`config.mk`:
```
export PLATFORM = sky130hd
export DESIGN_NAME = mbf_band_merge
export DESIGN_NICKNAME = d
export VERILOG_FILES = /design/src/rtl/mbf_merge_pkg.sv /design/src/rtl/mbf_sync_fifo.sv /design/src/rtl/mbf_band_merge.sv
export SDC_FILE = /design/constraint.sdc
export NUM_CORES = 1
export LEC_CHECK = 0
export ABC_AREA = 0
export CORE_MARGIN = 3
export CORE_UTILIZATION = 40
export DETAILED_ROUTE_END_ITERATION = 10
export HOLD_SLACK_MARGIN = 0.03
export PLACE_DENSITY = 0.69
export RECOVER_POWER = 100
export SLEW_MARGIN = 20
export SYNTH_ARGS = -nofsm -noshare
export SYNTH_HDL_FRONTEND = slang
export SYNTH_SLANG_ARGS = --single-unit
```
`constraint.sdc`:
```
create_clock -name clk -period 3.3 [get_ports clk]
set_input_delay 0.33 -clock clk [delete_from_list [all_inputs] [get_ports clk]]
set_output_delay 0.33 -clock clk [all_outputs]
set_load 0.02 [all_outputs]
```
`src/rtl/mbf_merge_pkg.sv`:
```
// mbf_merge_pkg: shared types and constants for the MBF band merger.
//   merge_state_e : IDLE / RUN / DONE control states
//   SAMPLE_W      : width of one band sample
//   PAIR_W        : width of a {lpf, hpf} pair (also the checksum width)
//   SAT_MAX       : saturation ceiling of the recombined sample
package mbf_merge_pkg;

  typedef enum logic [1:0] {
    IDLE = 2'd0,
    RUN  = 2'd1,
    DONE = 2'd2
  } merge_state_e;

  localparam int SAMPLE_W = 8;
  localparam int PAIR_W   = 16;
  localparam logic [SAMPLE_W-1:0] SAT_MAX = 8'hFF;

  // Unsigned add with clamp at SAT_MAX when the carry bit is set.
  function automatic logic [SAMPLE_W-1:0] sat_add(input logic [SAMPLE_W-1:0] a,
                                                  input logic [SAMPLE_W-1:0] b);
    logic [SAMPLE_W:0] s;
    s = {1'b0, a} + {1'b0, b};
    return s[SAMPLE_W] ? SAT_MAX : s[SAMPLE_W-1:0];
  endfunction

  // Rotate-left-by-one then XOR: running signature over delivered pairs.
  function automatic logic [PAIR_W-1:0] fold_sig(input logic [PAIR_W-1:0] sig,
                                                 input logic [PAIR_W-1:0] data);
    return {sig[PAIR_W-2:0], sig[PAIR_W-1]} ^ data;
  endfunction

endpackage

```
`src/rtl/mbf_sync_fifo.sv`:
```
// mbf_sync_fifo: single-clock FIFO with extra-MSB pointers.
//   clk, reset (async, active-low)
//   wr_en/wr_data : write request; dropped when full (fullness judged before a same-cycle pop)
//   rd_en/rd_data : rd_data always shows the head; rd_en pops it when non-empty
//   full, empty   : occupancy flags
module mbf_sync_fifo #(
  parameter int WIDTH = 8,
  parameter int DEPTH = 8
) (
  input  logic             clk,
  input  logic             reset,
  input  logic             wr_en,
  input  logic [WIDTH-1:0] wr_data,
  input  logic             rd_en,
  output logic [WIDTH-1:0] rd_data,
  output logic             full,
  output logic             empty
);

  localparam int AW = $clog2(DEPTH);
  localparam int PW = AW + 1;

  logic [WIDTH-1:0] mem_r [DEPTH];
  logic [PW-1:0]    wr_ptr_r;
  logic [PW-1:0]    rd_ptr_r;
  logic             push_s;
  logic             pop_s;

  // Same index with opposite wrap bit means the writer lapped the reader.
  assign full    = (wr_ptr_r[AW] != rd_ptr_r[AW]) && (wr_ptr_r[AW-1:0] == rd_ptr_r[AW-1:0]);
  assign empty   = (wr_ptr_r == rd_ptr_r);
  assign push_s  = wr_en & ~full;
  assign pop_s   = rd_en & ~empty;
  assign rd_data = mem_r[rd_ptr_r[AW-1:0]];

  // Pointer advance; push and pop in one cycle leave occupancy unchanged.
  always_ff @(posedge clk or negedge reset) begin
    if (!reset) begin
      wr_ptr_r <= '0;
      rd_ptr_r <= '0;
    end else begin
      if (push_s) wr_ptr_r <= wr_ptr_r + PW'(1);
      if (pop_s)  rd_ptr_r <= rd_ptr_r + PW'(1);
    end
  end

  // Storage array; contents need no reset since the pointers gate visibility.
  always_ff @(posedge clk) begin
    if (push_s) mem_r[wr_ptr_r[AW-1:0]] <= wr_data;
  end

endmodule

```
`src/rtl/mbf_band_merge.sv`:
```
// mbf_band_merge: pairs LPF sample k with HPF sample k and emits the pair
// plus a saturated sum over valid/ready, raising done after N_SAMPLES pairs.
//   clk, reset (async, active-low)
//   y/y_valid, z/z_valid : unaligned input streams, no backpressure
//   out_ready            : downstream accept
//   out_valid, out_pair, out_sum : registered output stage
//   pair_cnt, done       : handshake count, sticky completion
//   ovf_y, ovf_z         : sticky drop flags per band
//   checksum             : only when MBF_MERGE_CHECKSUM_EN is defined
module mbf_band_merge
  import mbf_merge_pkg::*;
#(
  parameter int DEPTH     = 8,
  parameter int N_SAMPLES = 527,
  parameter int CNT_W     = 10
) (
  input  logic                clk,
  input  logic                reset,
  input  logic [SAMPLE_W-1:0] y,
  input  logic                y_valid,
  input  logic [SAMPLE_W-1:0] z,
  input  logic                z_valid,
  input  logic                out_ready,
  output logic                out_valid,
  output logic [PAIR_W-1:0]   out_pair,
  output logic [SAMPLE_W-1:0] out_sum,
  output logic [CNT_W-1:0]    pair_cnt,
  output logic                done,
  output logic                ovf_y,
  output logic                ovf_z
`ifdef MBF_MERGE_CHECKSUM_EN
  ,
  output logic [PAIR_W-1:0]   checksum
`endif
);

  localparam logic [CNT_W-1:0] LAST_CNT  = CNT_W'(N_SAMPLES - 1);
  localparam logic [CNT_W-1:0] FINAL_CNT = CNT_W'(N_SAMPLES);

  merge_state_e        state_r;
  merge_state_e        state_nxt_s;
  logic [SAMPLE_W-1:0] y_head_s;
  logic [SAMPLE_W-1:0] z_head_s;
  logic                y_full_s;
  logic                y_empty_s;
  logic                z_full_s;
  logic                z_empty_s;
  logic                accept_s;
  logic                y_wr_s;
  logic                z_wr_s;
  logic                load_s;
  logic                hs_s;
  logic                count_s;
  logic                last_hs_s;
  logic                out_valid_r;
  logic [PAIR_W-1:0]   out_pair_r;
  logic [SAMPLE_W-1:0] out_sum_r;
  logic [CNT_W-1:0]    pair_cnt_r;
  logic                done_r;
  logic                ovf_y_r;
  logic                ovf_z_r;

  assign accept_s  = (state_r != DONE);
  assign y_wr_s    = y_valid & accept_s;
  assign z_wr_s    = z_valid & accept_s;
  assign hs_s      = out_valid_r & out_ready;
  // Handshakes of a pair loaded alongside the final one are not counted.
  assign count_s   = hs_s & (pair_cnt_r != FINAL_CNT);
  assign last_hs_s = count_s & (pair_cnt_r == LAST_CNT);
  assign load_s    = ~y_empty_s & ~z_empty_s & (~out_valid_r | out_ready) & accept_s;

  mbf_sync_fifo #(.WIDTH(SAMPLE_W), .DEPTH(DEPTH)) u_fifo_y (
    .clk     (clk),
    .reset   (reset),
    .wr_en   (y_wr_s),
    .wr_data (y),
    .rd_en   (load_s),
    .rd_data (y_head_s),
    .full    (y_full_s),
    .empty   (y_empty_s)
  );

  mbf_sync_fifo #(.WIDTH(SAMPLE_W), .DEPTH(DEPTH)) u_fifo_z (
    .clk     (clk),
    .reset   (reset),
    .wr_en   (z_wr_s),
    .wr_data (z),
    .rd_en   (load_s),
    .rd_data (z_head_s),
    .full    (z_full_s),
    .empty   (z_empty_s)
  );

  // Control state register.
  always_ff @(posedge clk or negedge reset) begin
    if (!reset) state_r <= IDLE;
    else        state_r <= state_nxt_s;
  end

  // Next-state: start on first input activity, finish on the last counted handshake.
  always_comb begin
    state_nxt_s = state_r;
    case (state_r)
      IDLE: begin
        if (y_valid | z_valid) state_nxt_s = RUN;
        else                   state_nxt_s = IDLE;
      end
      RUN: begin
        if (last_hs_s) state_nxt_s = DONE;
        else           state_nxt_s = RUN;
      end
      DONE:    state_nxt_s = DONE;
      default: state_nxt_s = IDLE;
    endcase
  end

  // Output stage: a load overrides the clearing effect of a handshake.
  always_ff @(posedge clk or negedge reset) begin
    if (!reset) begin
      out_valid_r <= 1'b0;
      out_pair_r  <= '0;
      out_sum_r   <= '0;
    end else if (load_s) begin
      out_valid_r <= 1'b1;
      out_pair_r  <= {y_head_s, z_head_s};
      out_sum_r   <= sat_add(y_head_s, z_head_s);
    end else if (hs_s) begin
      out_valid_r <= 1'b0;
    end
  end

  // Pair counter and sticky status flags.
  always_ff @(posedge clk or negedge reset) begin
    if (!reset) begin
      pair_cnt_r <= '0;
      done_r     <= 1'b0;
      ovf_y_r    <= 1'b0;
      ovf_z_r    <= 1'b0;
    end else begin
      if (count_s)             pair_cnt_r <= pair_cnt_r + CNT_W'(1);
      if (last_hs_s)           done_r     <= 1'b1;
      if (y_wr_s && y_full_s)  ovf_y_r    <= 1'b1;
      if (z_wr_s && z_full_s)  ovf_z_r    <= 1'b1;
    end
  end

`ifdef MBF_MERGE_CHECKSUM_EN
  logic [PAIR_W-1:0] checksum_r;

  // Signature over every pair that leaves on a handshake.
  always_ff @(posedge clk or negedge reset) begin
    if (!reset)    checksum_r <= '0;
    else if (hs_s) checksum_r <= fold_sig(checksum_r, out_pair_r);
  end

  assign checksum = checksum_r;
`endif

  assign out_valid = out_valid_r;
  assign out_pair  = out_pair_r;
  assign out_sum   = out_sum_r;
  assign pair_cnt  = pair_cnt_r;
  assign done      = done_r;
  assign ovf_y     = ovf_y_r;
  assign ovf_z     = ovf_z_r;

endmodule

```
Word level (Yosys, flattened, before mapping)
Memories as Yosys holds them, arrays and structs flattened. Cells that the tools add are included.

Register bits after elaboration: 56. RAM bits: 128. Input port bits: 21. Word-level logic and storage cells: 66. Memories kept: 2.

$add $sub $neg: 6. Equal/unequal tests: 11. Multiplexer cells: 10. Bitwise logic cells: 19. Reduce and logical (&&, ||, !) cells: 6.

Memories: u_fifo_y.mem_r (words 8, width 8, read ports 1, clocked after memory_dff 0, wr ports 1, RTL line mbf_sync_fifo.sv:23) `logic [WIDTH-1:0] mem_r [DEPTH];`; u_fifo_z.mem_r (words 8, width 8, read ports 1, clocked after memory_dff 0, wr ports 1, RTL line mbf_sync_fifo.sv:23).

Operators with widths (number): 4-bit by 1-bit adder with 4-bit output (second input constant) (4); 1-bit bitwise AND (12); 10-bit by 1-bit adder with 10-bit output (second input constant) (1); 10-bit equality test (second input constant) (1); 10-bit != test (second input constant) (1); 8-bit by 8-bit adder with 9-bit output (1); 4-bit equality test (2); 8-bit 2-to-1 mux (1); 1-bit 2-to-1 mux (7); 3-bit equality test (2); 2-bit case mux with 3 select lines (1); 1-bit inverter (5); 1-bit logical AND (4); 2-bit by 1-bit equality test with 1-bit output (second input constant) (1); 2-bit equality test (second input constant) (1); 2-bit logical NOT (1); 2-bit 2-to-1 mux (1); 1-bit != test (2); 2-bit != test (second input constant) (1); 1-bit OR (2); 2-bit nonzero test (1).

Logic depth before layout (Yosys ltp)
Word-level depth: 6. Depth in mapped cells: 12. Mapped depth without buffers: 10.

Modules after synthesis
From an unflattened synthesis, not the netlist that was laid out.

Cells, all modules: 497. Area, all modules: 8304.2 µm².

By module, submodules not included: mbf_sync_fifo (times used 2, cells each 151, area each 3173.0 µm²); mbf_band_merge (times used 1, cells each 195, area each 1958.1 µm²).

Worst setup path after synthesis
No wires, ideal clock.

Path kind: register -> register. From: reg u_fifo_z.rd_ptr_r[1]. To: reg out_sum_r[2] (netlist: out_sum[2]). Library setup time: 0.148 ns. Arrival: 2.732 ns. Required time: 3.152 ns. Path slack: 0.420 ns. Cell stages (with the launch flop): 13. Buffers on the path: 2. Cell sequence: dfrtp_1 > buf_2 > clkbuf_1 > mux4_2 > mux2_2 > ha_1 > inv_1 > fa_1 > nor2b_1 > o2111ai_1 > nand2_1 > a31oi_1 > a31oi_1.

Elaborated cells between the ends (all ways): 8. Those cells by class: add/sub: 1; eq/ne: 1; mux: 1; bitwise: 4; memory: 1.

RTL lines: from (decl) (RTL line mbf_sync_fifo.sv:25) `logic [PW-1:0] rd_ptr_r;`; from (signal assigned) (RTL line mbf_sync_fifo.sv:43) `if (pop_s) rd_ptr_r <= rd_ptr_r + PW'(1);`; memory read 8 x 8 bit; net u_fifo_z.rd_data[0] (RTL line mbf_sync_fifo.sv:15) `output logic [WIDTH-1:0] rd_data,`; 8-bit by 8-bit adder with 9-bit output (RTL line mbf_merge_pkg.sv:22) `s = {1'b0, a} + {1'b0, b};`; 8-bit 2-to-1 mux (RTL line mbf_merge_pkg.sv:23) `return s[SAMPLE_W] ? SAT_MAX : s[SAMPLE_W-1:0];`; to (signal assigned) (RTL line mbf_band_merge.sv:126) `out_sum_r <= sat_add(y_head_s, z_head_s);`; to (decl) (RTL line mbf_band_merge.sv:57) `logic [SAMPLE_W-1:0] out_sum_r;`.

The timed path passes the listed nets, and every way through them passes these cells. A chain may end at the register's enable or synchronous reset.

Final worst setup path
From: reg u_fifo_y.rd_ptr_r[0]. To: reg out_sum_r[7] (netlist: out_sum[7]).

Elaborated cells between the ends (all ways): 8. Those cells by class: add/sub: 1; eq/ne: 1; mux: 1; bitwise: 4; memory: 1.

RTL lines (RTL line): from (decl) (mbf_sync_fifo.sv:25); from (signal assigned) (mbf_sync_fifo.sv:43); memory read 8 x 8 bit; net u_fifo_y.rd_data[4] (mbf_sync_fifo.sv:15); 8-bit by 8-bit adder with 9-bit output (mbf_merge_pkg.sv:22); 8-bit 2-to-1 mux (mbf_merge_pkg.sv:23).

The timed path passes the listed nets, and every way through them passes these cells.

==> results.json <==
{
  "result_of_the_run": "complete, but fails checks",
  "failed_checks": "capacitance limit, slew limit",
  "maximum_count_of_clock_buffers_along_a_single_path": 2,
  "first_global_vias": 4291,
  "crit_type": "flop to flop",
  "timing.reg2reg.setup_slack_ns": 0.30,
  "synth.ff_latch_count": 184,
  "clk_root_buffer_cell": "sky130_fd_sc_hd__clkbuf_16",
  "detail_route.first_pass.iterations": 4,
  "pin_count_of_the_biggest_net_entering_global_routing": 44,
  "non_filler_instances": 797,
  "detail_route.iter0.violations": 300,
  "initial_antenna_violation_count": 0,
  "maxCapViolations": 1,
  "internal_power_w": 0.00605,
  "cts_tree": "yes",
  "post_cts_setup_buffers": 0,
  "endpoint_kind": "flop",
  "p_sw_w": 0.00339,
  "max_freq_ghz": 0.333,
  "synth-edff-count": 128,
  "gate_count_post_synth": 440,
  "power.share.sequential_pct": 37.5,
  "worst_clock_skew_ns": 0.0114,
  "chipWidth_um": 146,
  "post_route_wl_um": 14700,
  "ys_async_sr_fraction_pct": 30.4,
  "yosysSeqAreaShare_pct": 67.2,
  "area_of_the_die_um2": 21200,
  "cts_max_level": 4,
  "post_route_cells_drive_above_1_share_pct": 14.0,
  "antennaDiodeCount": 0,
  "global_route_usage_over_all_layers_pct": 14.7,
  "ys_types": 46,
  "final_hold_viol_count": 0,
  "syn_to_final_growth_pct": 17.8,
  "power-per-cell-area_nw_per_um2": 1030,
  "hold_slack_ns": 0.463,
  "post_drt_via_cell_ratio": 5.03,
  "buffer_ports.inserted": 58,
  "timing.critical_path.fanout_max": 20,
  "detailedPlacementHpwl_um": 10000,
  "mappedNetlistArea_um2": 7810,
  "worst-slew-pin-transition_ns": 1.82,
  "ios": 59,
  "clkPwrFrac_pct": 20.6,
  "cellLeakagePower_nw": 3.30,
  "vias": 4010,
  "postRouteAntennaNets": 0,
  "cts-buffers-inserted": 17,
  "vdd_drop_max_mv": 0.502,
  "clkTransAtPathRegs_ns": 0.07,
  "floorplan.initialDensity_pct": 41.2,
  "global_route_wire_length_before_repair_um": 24000,
  "worst_rel_slew_slack_pct": -21.6,
  "number_of_clock_sinks_seen_by_cts": 184,
  "total_nets_final": 560,
  "gp_congestion": 0.843,
  "remaining_drc_errors": 0,
  "dp_cells": 764,
  "worstSetupStartpointType": "flop",
  "finalCritPeriodShare_pct": 91.0,
  "finalCriticalPeriod_ns": 3.00,
  "routed_wire_length_per_instance_um": 18.5,
  "die_y_um": 146,
  "synthesis.nets": 476,
  "fin_setup_tns_ns": 0,
  "setup_viols_final": 0,
  "yosysWarnings": 0,
  "cp_data_required_time_ns": 3.55,
  "fraction_of_power_spent_switching_nets_pct": 35.9,
  "worstPathArrival_ns": 3.26,
  "p_comb_share_pct": 41.9,
  "fill_cells": 1613,
  "multi_input_area_um2": 2300,
  "synth_top_flop_cell": "sky130_fd_sc_hd__edfxtp_1",
  "rsz_0062_raised_after_global_routing": "no",
  "std_cell_rows": 50,
  "register_cell_area_after_layout_um2": 5250,
  "floorplan.core_area_um2": 19000,
  "syn-mean-instance-area_um2": 17.7,
  "clk-insertion-delay-late_ns": 0.43,
  "timing_max_transition_violations_final": 34,
  "gr-total-overflow": 0,
  "min-delay-path-class": "flop to flop"
}
[per-layer routing]
metal / vias to the layer above / share of wire, % / GRT usage, %
met1: 2025 / 46 / 19.9
met5: - / 0 / 0
met2: 85 / 47 / 22.6
met3: 18 / 4.2 / 3.49
met4: 0 / 2.5 / 7.17
li1: 1882 / - / -
[worst paths after layout]
check / from / to / cells past startpoint
worst min-delay path: state_r[1] / state_r[0] / 1
min in group asynchronous: reset / pair_cnt[2] / 2
max in group asynchronous: reset / out_pair[10] / 3
worst min register to register: state_r[1] / state_r[0] / 1
worst max register to register: u_fifo_y.rd_ptr_r[0] / out_sum[7] / 10
worst max-delay path: u_fifo_y.rd_ptr_r[0] / out_sum[7] / 10
[stage by stage]
stage / area (um^2) / setup WS [ns] / power [W] / utilization [%]
global placement: 8740 / 0.278 / 0.00776 / 46.1
global route: 9200 / 0.0805 / 0.0101 / 48.5
CTS: 9320 / 0.184 / 0.00988 / 49.2
detailed placement: 8740 / 0.217 / 0.00789 / 46.1
floorplan: 7810 / 0.420 / 0.00667 / -
finish: 9200 / 0.296 / 0.00944 / 48.5
[flip-flops by register name, summed over array words and instances (netlist names)]
signal             count
out_sum                8
u_fifo_y.rd_ptr_r      4
out_pair              16
u_fifo_y.mem_r        64
u_fifo_z.wr_ptr_r      4
u_fifo_z.rd_ptr_r      4
u_fifo_z.mem_r        64
done                   1
state_r                2
ovf_y                  1
out_valid              1
pair_cnt              10
u_fifo_y.wr_ptr_r      4
ovf_z                  1
[layout make-up]
class / instances / share of cell area [%]
multi-input cells: 228 / 25.0
clock buffers: 18 / 4.67
inverters: 9 / 0.367
clock inverters: 14 / 1.52
well taps: 260 / 3.54
repair buffers: 84 / 7.86
flip-flops and latches: 184 / 57.0
[power by group through the flow]
| stage | sequential (W) | combinational [W] | clock, W |
|---|---|---|---|
| finish | 0.00354 | 0.00395 | 0.00195 |
| global placement | 0.00356 | 0.00420 | 0 |
| floorplan | 0.00358 | 0.00309 | 0 |
| detailed placement | 0.00359 | 0.00429 | 0 |
| global route | 0.00361 | 0.00438 | 0.00209 |
| CTS | 0.00356 | 0.00432 | 0.00200 |
[cells in the final DEF (no fill, tap or decap), drive strengths merged, types with 2 or more instances in the layout]
master,count
mux2i,2
nand3,4
nor4,3
a21o,2
a21oi,7
mux2,34
and3,2
ha,14
nand4,10
inv,16
nand4b,3
nor2,24
nor3,6
nand2b,10
xor2,9
nand2,15
mux4,32
clkinvlp,2
clkbuf,36
xnor2,25
dfrtp,56
buf,8
nor2b,4
clkdlybuf4s50,3
a31oi,9
o21ai,2
o21bai,2
dlygate4sd3,55
edfxtp,128
clkinv,4
[synthesized netlist by cell type (all sizes together) (10+ instances only)]
| cell type | instances | share of area [%] |
|---|---|---|
| mux4 | 32 | 10 |
| buf | 13 | 1.9 |
| nand2b | 10 | 0.80 |
| dfrtp | 56 | 18 |
| nand4 | 10 | 0.80 |
| edfxtp | 128 | 49 |
| xnor2 | 25 | 2.8 |
| nand2 | 15 | 0.72 |
| nor2 | 24 | 1.2 |
| mux2 | 34 | 5.5 |
| ha | 14 | 2.2 |
[worst max-delay path, cell delays in order (launching register included)]
cell,delay [ns]
sky130_fd_sc_hd__dfrtp_1,0.37
sky130_fd_sc_hd__buf_12,0.20
sky130_fd_sc_hd__mux4_1,0.56
sky130_fd_sc_hd__mux2_2,0.32
sky130_fd_sc_hd__ha_1,0.38
sky130_fd_sc_hd__a21o_1,0.22
sky130_fd_sc_hd__a21oi_1,0.14
sky130_fd_sc_hd__nand2_1,0.09
sky130_fd_sc_hd__a31oi_1,0.25
sky130_fd_sc_hd__buf_4,0.20
sky130_fd_sc_hd__a31oi_1,0.09
[logic make-up after synthesis]
group,after synthesis,share of synthesized area [%]
AO/OA/AOI/OAI,25,2.00
XOR/XNOR,34,3.81
adder cells (fa/ha/maj),15,2.50
buffers and inverters,28,2.79
flip-flops,184,67.2
multiplexers,68,15.9
AND/OR/NAND/NOR,86,5.79
[timing repair]
item                                    4_1_cts  5_1_grt
resized for setup                             0        1
endpoints found under the setup margin        0        7
hold endpoints to repair                     32        0
hold buffers                                  1        0
Note: power is estimated with default switching activity, not from simulation.
